--- src/rtl/rete_ctrl.sv ---
// rete_ctrl: FSM sequencing a two-register A/B datapath to compute GCD(x, y)
// by repeated subtraction. The control lines are decoded combinationally from
// the current state and the comparator status, so RUN behaves as a Mealy
// machine. busy, done and err depend only on the state.
module rete_ctrl #(
  parameter int N       = 8,
  parameter int MAXITER = 255
) (
  input  logic clock,
  input  logic rst_n,
  input  logic start,
  input  logic abort,
  input  logic eq,
  input  logic agtb,
  input  logic a_zero,
  input  logic b_zero,
  output logic mux1,
  output logic mux2,
  output logic wea,
  output logic web,
  output logic aluctl,
  output logic busy,
  output logic done,
  output logic err
);

  // N only describes the datapath that produces the status bits.
  // The counter width is set by MAXITER alone.
  localparam int CW = (N > 0) ? $clog2(MAXITER + 1) : 1;
  localparam logic [CW-1:0] MAXC = CW'(MAXITER);

  typedef enum logic [2:0] {S_IDLE, S_LOAD, S_RUN, S_DONE, S_ERR} state_t;

  state_t          state;
  logic [CW-1:0]   cnt;
  logic            run_sub, sub_a, sub_b;

  // A subtraction happens only in RUN, and only when no higher-priority exit applies.
  always_comb begin
    run_sub = (state == S_RUN) && !abort && !a_zero && !b_zero && !eq && (cnt != MAXC);
    sub_a   = run_sub && agtb;
    sub_b   = run_sub && !agtb;
  end

  // Datapath control and handshake outputs are decoded from state and status.
  always_comb begin
    wea    = (state == S_LOAD) || sub_a;
    web    = (state == S_LOAD) || sub_b;
    mux1   = sub_a;
    mux2   = sub_b;
    aluctl = sub_b;
    busy   = (state == S_LOAD) || (state == S_RUN);
    done   = (state == S_DONE) || (state == S_ERR);
    err    = (state == S_ERR);
  end

  // State and iteration counter. A timeout exits at MAXC, so the counter cannot wrap.
  always_ff @(posedge clock or negedge rst_n) begin
    if (!rst_n) begin
      state <= S_IDLE;
      cnt   <= '0;
    end else begin
      case (state)
        S_IDLE: if (start) state <= S_LOAD;
        S_LOAD: begin
          cnt   <= '0;
          state <= abort ? S_ERR : S_RUN;
        end
        S_RUN: begin
          if (abort || a_zero || b_zero) state <= S_ERR;
          else if (eq)                   state <= S_DONE;
          else if (cnt == MAXC)          state <= S_ERR;
          else                           cnt   <= cnt + 1'b1;
        end
        S_DONE:  state <= S_IDLE;
        S_ERR:   state <= S_IDLE;
        default: state <= S_IDLE;
      endcase
    end
  end

endmodule

--- config.mk ---
export PLATFORM = sky130hd
export DESIGN_NAME = rete_ctrl
export DESIGN_NICKNAME = d
export VERILOG_FILES = /design/src/rtl/rete_ctrl.sv
export SDC_FILE = /design/constraint.sdc
export NUM_CORES = 1
export LEC_CHECK = 0
export CORE_MARGIN = 2
export CORE_UTILIZATION = 54
export CTS_BUF_LIST = sky130_fd_sc_hd__clkbuf_2
export DETAILED_ROUTE_END_ITERATION = 8
export GPL_ROUTABILITY_DRIVEN = 1
export GPL_TIMING_DRIVEN = 1
export PLACE_DENSITY = 0.85
export SETUP_SLACK_MARGIN = 0.4
export SYNTH_ARGS = -nofsm -noshare
export SYNTH_HDL_FRONTEND = slang
export SYNTH_SLANG_ARGS = --single-unit
export TNS_END_PERCENT = 100
--- constraint.sdc ---
create_clock -name clock -period 6.61 [get_ports clock]
set_clock_uncertainty 0.2 [all_clocks]
set_input_delay 1.322 -clock clock [delete_from_list [all_inputs] [get_ports clock]]
set_output_delay 1.322 -clock clock [all_outputs]
set_load 0.02 [all_outputs]
-- Word level (Yosys, flattened, before mapping)
Index checks and enable logic that the tools add are counted.
- add/sub/neg operators: 1
- $mul: 0
- divide/modulo/power cells: 0
- magnitude comparators: 0
- equality and inequality tests: 11
- shift operators: 0
- muxes and demuxes: 10
- bitwise logic cells: 0
- reductions and logical operators: 22
- operator list (kind ; number):
    2-to-1 mux 8 bit ; 3
    one-hot mux 8 bit (2 select lines) ; 1
    2-to-1 mux 3 bit ; 5
    one-hot mux 3 bit (3 select lines) ; 1
    adder 8 x 1 -> 8 bit, second input constant ; 1
    == test 8 bit, second input constant ; 1
    inequality test 2 bit, second input constant ; 4
    inequality test 8 bit, second input constant ; 1
    logical AND 1 bit ; 7
    == test 3 x 2 -> 1 bit, second input constant ; 2
    logical OR 1 bit ; 6
    zero test 1 bit ; 5
    inequality test 4 x 2 -> 1 bit, second input constant ; 1
    AND reduction 4 bit ; 1
    == test 3 x 1 -> 1 bit, second input constant ; 1
    == test 3 bit, second input constant ; 1
    zero test 3 bit ; 1
    AND reduction 2 bit ; 1
    nonzero test 2 bit ; 1
- flip-flop bits (word level): 11
- latch bits: 0
- RAM bits: 0
- bits in read-only memories: 0
- input port bits: 8
- output and inout port bits: 8
- logic and storage cells: 46
- memories kept: 0

-- Longest topological paths before layout
Gate-level depths: netlist (run 1).
- depth in word-level cells: 8
- gate-level depth with buffers: 6
- mapped depth without buffers: 5

-- Least setup slack after synthesis (run 1)
OpenSTA, ideal clock, no wires.
- path type: input port to output port
- start: input b_zero
- end: output mux2
- arrival: 2.605 ns
- required time: 5.088 ns
- path slack: 2.483 ns
- stages on the path: 5
- path through: nor3_2 nor3b_4 nand2_2 nor2_1 buf_4
- cells in the longest elaborated chain, start to end: 5
- ends and longest elaborated chain (what ; line ; source):
    start: declaration ; 16 ; input logic b_zero,
    zero test 1 bit ; 40 ; run_sub = (state == S_RUN) && !abort && !a_zero && !b_zero && !eq && (cnt != MAXC);
    logical AND 1 bit (3 in series) ; 40 ;
    logical AND 1 bit ; 42 ; sub_b = run_sub && !agtb;
    end: declaration ; 18 ; output logic mux2,
Every way passes these cells.

-- Worst setup path in the final report (run 1)
- start: input abort
- end: output web
- cells in the longest elaborated chain, start to end: 8
- ends and longest elaborated chain (what ; line ; source):
    start: declaration ; 12 ; input logic abort,
    zero test 1 bit ; 40 ;
    logical AND 1 bit (5 in series) ; 40 ;
    logical AND 1 bit ; 42 ;
    logical OR 1 bit ; 48 ; web = (state == S_LOAD) || sub_b;
    end: declaration ; 20 ; output logic web,
Every way passes these cells.

==> qor.txt, run 1 <==
CTS tree -> done
Area share of the largest cell type after synthesis -> 0.392
Layout cells sized above 1 -> 0.0947
Crit-path most repeated cell -> clkdlybuf4s50_1
DP Area -> 855 µm²
PD cells -> 253 mW/mm²
DRC viols -> 0
H-tree lvl count -> 1
Die width -> 40.1 µm
Core footprint -> 0.00116 mm²
IO buf count -> 15
Slew Viols, Final -> 0
Post-Syn Area -> 702 µm²
Status -> complete, no violations
Fraction of registers with async set/reset -> 1.00
Fin. Hold Viols -> 0
Yosys warnings -> 0
Clock transition at path regs -> 0.11 ns
Gate Count Post-Synth -> 78
# resized after CTS -> 0
Worst hold path type -> reg -> reg
CTS max path bufs -> 2
Layout net count -> 105
1st-iter DRT viols -> 22
Num ports -> 16
Worst Setup Start Kind -> input pin
Fin crit period -> 5.00 ns
Vias in the first global route -> 635
Worst slew pin tran -> 0.519 ns
CP Data Required Time -> 5.09 ns
Final Core Density -> 0.756
Ant diodes -> 0
CP bufs+invs -> 2
Tcrit/Tclk final -> 0.756
Synth top cells by count -> dfrtp_1, nand2_1, inv_1, nand3_1, o21ai_0
Hold Buf Count CTS -> 0
Initial core utilization -> 0.607
Crit-path cells -> clkdlybuf4s50_1, nor3_2, nor3b_4, nand2_2, o21ai_0, clkdlybuf4s50_1
Die H -> 40.1 µm
Setup crit end kind -> output pin
First-pass GRT wire length -> 2.74 mm
Final instance area -> 875 µm²
DIE AREA -> 0.00160 mm²
Initial antenna violation count -> 0
Avg Inst Size Synth -> 9.00 µm²
Filler cells -> 76
# rows -> 12
Crit-path leading delay family -> buffers and inverters
Sequential cell area fraction in the yosys report -> 0.392
Placer Congestion -> 0.906
Top FF cell, synth -> dfrtp_1
Largest cells by area after synthesis -> dfrtp_1, nand2_1, a31oi_1
Root Driver -> clkbuf_2
WL/cell -> 15.2 µm
DR vias/cell -> 6.41
Worst vdd ir -> 0.000165 V
Post-CTS Repair Setup Buffers -> 0
Post-synth EDFFs -> 0
Number of synthesized register bits -> 11
Min Hold Slack -> 0.317 ns
Routed wire length -> 1.66 mm
Via count -> 699
Syn nets -> 87
Setup slack after layout -> 1.61 ns
Fin Setup TNS -> 0 ns
First-pass DRT Iterations -> 4
Max cap viols -> 0
Largest net degree at the start of global routing -> 12
Worst path max stage delay -> 0.63 ns
CTS buffer count -> 3
Gr usage total -> 0.263
Worst path arrival time -> 3.48 ns
Most frequent cell after synthesis -> dfrtp_1
Slowest-stage cell, CP -> clkdlybuf4s50_1
Synth-to-Final Area Change -> 24.6%
Post-DP HPWL -> 1.23 mm
GRT Residual Overflow -> 0
Clock Sinks -> 11
Maximum fanout along the worst path -> 8
Final setup violation count -> 0
Worst setup path category -> in -> out
Post-synth top area cell -> dfrtp_1
P_leak -> 0.000353 µW
RSZ-0062 raised after global routing -> false
Worst slack, placed -> 1.63 ns
Worst-Skew Late Latency -> 0.28 ns
Maximum clock rate -> 200 MHz
Distinct cells, synth -> 34
Max_slew headroom -> 0.653
Post-route ant nets -> 0
## final cells by class
cell class	count	area, µm²	area share
inverter	6	22.5	0.0258
tap	14	17.5	0.0200
multi-input combinational	59	389	0.445
timing repair buffer	15	150	0.172
clock buffer	4	20.0	0.0229
sequential	11	275	0.315
## stage by stage
step	cells	power, µW
CTS	109	221
finish	109	221
global route	109	234
floorplan	78	140
detailed placement	105	180
global placement	105	180
## placed cells by master, fill, tap and decap left out, types with 2 or more instances in the layout
master | synthesis | layout
a31oi_1 | 4 | 4
clkbuf_2 | 0 | 4
clkdlybuf4s50_1 | 0 | 15
dfrtp_1 | 11 | 11
inv_1 | 6 | 6
nand2_1 | 8 | 8
nand3_1 | 5 | 5
nand3b_1 | 2 | 2
nor2_1 | 4 | 4
nor3_1 | 3 | 3
o211ai_1 | 3 | 3
o21ai_0 | 5 | 5
o221ai_1 | 2 | 2
or4_1 | 2 | 2
## report_power, final
group	switching, µW	internal, µW
logic	49.4	42.6
clock network	24.9	16.0
registers	14.0	74.0
total	88.3	133
## worst paths after layout
| check | start | to | slack (ns) | depth (start not counted) |
|---|---|---|---|---|
| setup / recovery | abort | web | 1.61 | 6 |
| hold / removal | cnt[0]$_DFFE_PN0P_ | cnt[0]$_DFFE_PN0P_ | 0.32 | 1 |
| setup reg to reg | cnt[0]$_DFFE_PN0P_ | cnt[5]$_DFFE_PN0P_ | 4.57 | 5 |
| hold reg to reg | cnt[0]$_DFFE_PN0P_ | cnt[0]$_DFFE_PN0P_ | 0.32 | 1 |
| max in group asynchronous | rst_n | cnt[5]$_DFFE_PN0P_ | 4.69 | 1 |
| min in group asynchronous | rst_n | cnt[6]$_DFFE_PN0P_ | 1.17 | 1 |
## routing by layer
metal | track usage | vias to the layer above | wire length, µm
li1 | - | 335 | -
met1 | 0.324 | 328 | 724
met2 | 0.419 | 30 | 755
met3 | 0.0889 | 6 | 143
met4 | 0.103 | 0 | 34
met5 | 0 | - | 0
## registers in the layout, indices dropped and copies added, names as in the netlist
name   flops
state      3
cnt        8
## logic make-up (layout without fill, tap and decap cells)
logic type | after synthesis | count (layout) | synth area share
flip-flops | 11 | 11 | 0.392
buffers and inverters | 8 | 25 | 0.0535
AO/OA/AOI/OAI | 21 | 21 | 0.209
AND/OR/NAND/NOR | 36 | 36 | 0.314
adder cells (fa/ha/maj) | 1 | 1 | 0.0178
multiplexers | 1 | 1 | 0.0143
No activity file was read; power rests on OpenSTA's default activity.
==> inputs of run 2 (changes only) <==
Settings changed: CORE_ASPECT_RATIO set to 0.9, CORE_UTILIZATION 54 to 46, PLACE_DENSITY 0.85 to 0.77.
Clock period 6.61 ns to 4.22 ns, I/O delays scaled along.
==> run 2 against run 1 <==
First-iteration DRC count up 32%. Register-to-register slack worse by 2.3 ns. Highest routed layer unchanged. Largest power group unchanged. Worst setup slack got worse by 1.1 ns. Critical path type unchanged. Sequential cell count did not move. Core utilization is 12 points lower. Cell area increased by 4.4%. Die area rose by 16%. Largest cell class unchanged. Critical endpoint is now wea. Critical path depth did not move. Cell count rose by 4.6%.
==> qor.txt, run 2 (synthesis gave the netlist of run 1 again) <==
Worst-Skew Late Latency -> 0.26 ns
Max FFs per register -> 8
Logic pwr share -> 0.421
Synth-to-Final Area Change -> 30.1%
Die H -> 41.1 µm
Final setup violation count -> 0
Maximum clock rate -> 273 MHz
CTS tree -> done
Worst slew pin tran -> 0.508 ns
CP bufs+invs -> 2
Setup crit end kind -> output pin
Clock power share -> 0.176
GRT Residual Overflow -> 0
H-tree lvl count -> 1
Fin crit period -> 3.66 ns
Gr usage total -> 0.211
Root Driver -> clkbuf_2
1st-iter DRT viols -> 29
CTS buffer count -> 3
Worst slack, placed -> 0.337 ns
Clock Sinks -> 11
Worst Setup Start Kind -> input pin
IO buf count -> 15
Reg with most FFs -> cnt
Worst path max stage delay -> 0.59 ns
Num ports -> 16
Slew Viols, Final -> 0
Final Core Density -> 0.638
Flop pwr share -> 0.402
Layout cells sized above 1 -> 0.131
Initial core utilization -> 0.490
Max cap viols -> 0
Maximum fanout along the worst path -> 3
Fin Setup TNS -> 0 ns
Die width -> 45.2 µm
Crit Reg-Reg Startpoint -> state[0]$_DFFE_PN0P_
Setup slack after layout -> 0.556 ns
Via count -> 684
Initial antenna violation count -> 0
Hold Crit Start -> cnt[0]$_DFFE_PN0P_
Slowest-stage cell, CP -> clkdlybuf4s50_1
Vias in the first global route -> 617
Crit-path cells -> clkdlybuf4s50_1, nor3_2, nor3b_4, and3_1, a21o_1, clkdlybuf4s50_1
DR vias/cell -> 6.00
Post-route ant nets -> 0
Ant diodes -> 0
Largest net degree at the start of global routing -> 12
First-pass GRT wire length -> 2.69 mm
Fin. Hold Viols -> 0
Core footprint -> 0.00143 mm²
PD cells -> 374 mW/mm²
Layout net count -> 109
Worst path arrival time -> 2.62 ns
Most frequent cells in the layout -> clkdlybuf4s50_1, dfrtp_1, nand2_1
Routed wire length -> 1.73 mm
Met1 usage -> 0.266
Placer Congestion -> 0.795
Met2 Use GR -> 0.325
Post-DP HPWL -> 1.26 mm
Worst vdd ir -> 0.000191 V
Status -> complete, no violations
Met3 usage -> 0.0749
Overall power -> 341 µW
Crit-path leading delay family -> buffers and inverters
WL/cell -> 15.2 µm
Origin of the worst setup path -> abort
Sw Pwr -> 133 µW
CTS max path bufs -> 2
Post-Layout Cell Count -> 114
Worst setup path category -> in -> out
Placed cells -> 107
Clock transition at path regs -> 0.11 ns
Crit-path most repeated cell -> clkdlybuf4s50_1
Most common cell after layout, fill and taps aside -> clkdlybuf4s50_1
First-pass DRT Iterations -> 4
DIE AREA -> 0.00185 mm²
CP Data Required Time -> 3.18 ns
P_leak -> 0.000427 µW
Max_slew headroom -> 0.660
DRC viols -> 0
Worst hold path type -> reg -> reg
RSZ-0062 raised after global routing -> false
Biggest regs -> cnt (8), state (3)
Busiest layer in global routing -> met2
Switching Fraction -> 0.391
Tcrit/Tclk final -> 0.868
# rows -> 13
Internal -> 208 µW
## run 2: changes by cell type in the layout (fill, tap and decap cells not counted), sizes merged
cell           previous run  this run
dlymetal6s2s              0         3
buf                       0         4
clkdlybuf4s50            15        12
## run 2: area by class of cell
cell class | instances | area (µm²)
Fill cell | 130 | 518
Multi-Input combinational cell | 59 | 389
Sequential cell | 11 | 275
Timing Repair Buffer | 19 | 188
Inverter | 6 | 22.5
Clock buffer | 4 | 20.0
Tap cell | 15 | 18.8
## run 2: what timing repair did
action	in CTS	in global routing
buffers inserted	2	1
setup endpoints to repair	4	4
gates resized for setup	0	3
pin swaps	0	0
hold buffers	0	0
## run 2: through the flow
step,hold slack [ns],instance area [µm²]
CTS,0.337,898
floorplan,0.279,702
global placement,0.313,863
finish,0.333,913
global route,0.358,913
detailed placement,0.318,863
## run 2: final timing paths
kind | slack, ns | to | depth (start not counted)
worst max-delay path | 0.56 | wea | 6
worst min register to register | 0.33 | cnt[0]$_DFFE_PN0P_ | 1
worst min-delay path | 0.33 | cnt[0]$_DFFE_PN0P_ | 1
worst max register to register | 2.23 | cnt[4]$_DFFE_PN0P_ | 4
min in group asynchronous | 0.71 | cnt[5]$_DFFE_PN0P_ | 1
max in group asynchronous | 2.76 | state[2]$_DFFE_PN0P_ | 1
## run 2: power groups by stage
stage / Clock, µW / Combinational (µW) / Sequential (µW)
6_report: 60.2 / 144 / 137
2_1_floorplan: 0 / 91.8 / 128
4_1_cts: 63.1 / 145 / 137
5_1_grt: 65.5 / 156 / 139
3_3_place_gp: 0 / 142 / 139
3_5_place_dp: 0 / 143 / 140
## run 2: layer usage
metal / part of all wire / vias to the layer above
met2: 0.45 / 15
met1: 0.48 / 327
met4: 0.017 / 0
met3: 0.053 / 4
met5: 0 / -
li1: - / 338
## run 2: worst register-to-register path: stages, from the launching register on
cell and delay (ns):
dfrtp_1 0.49, nor3b_2 0.34, nand3b_1 0.23, o21ai_1 0.45, a31oi_1 0.16
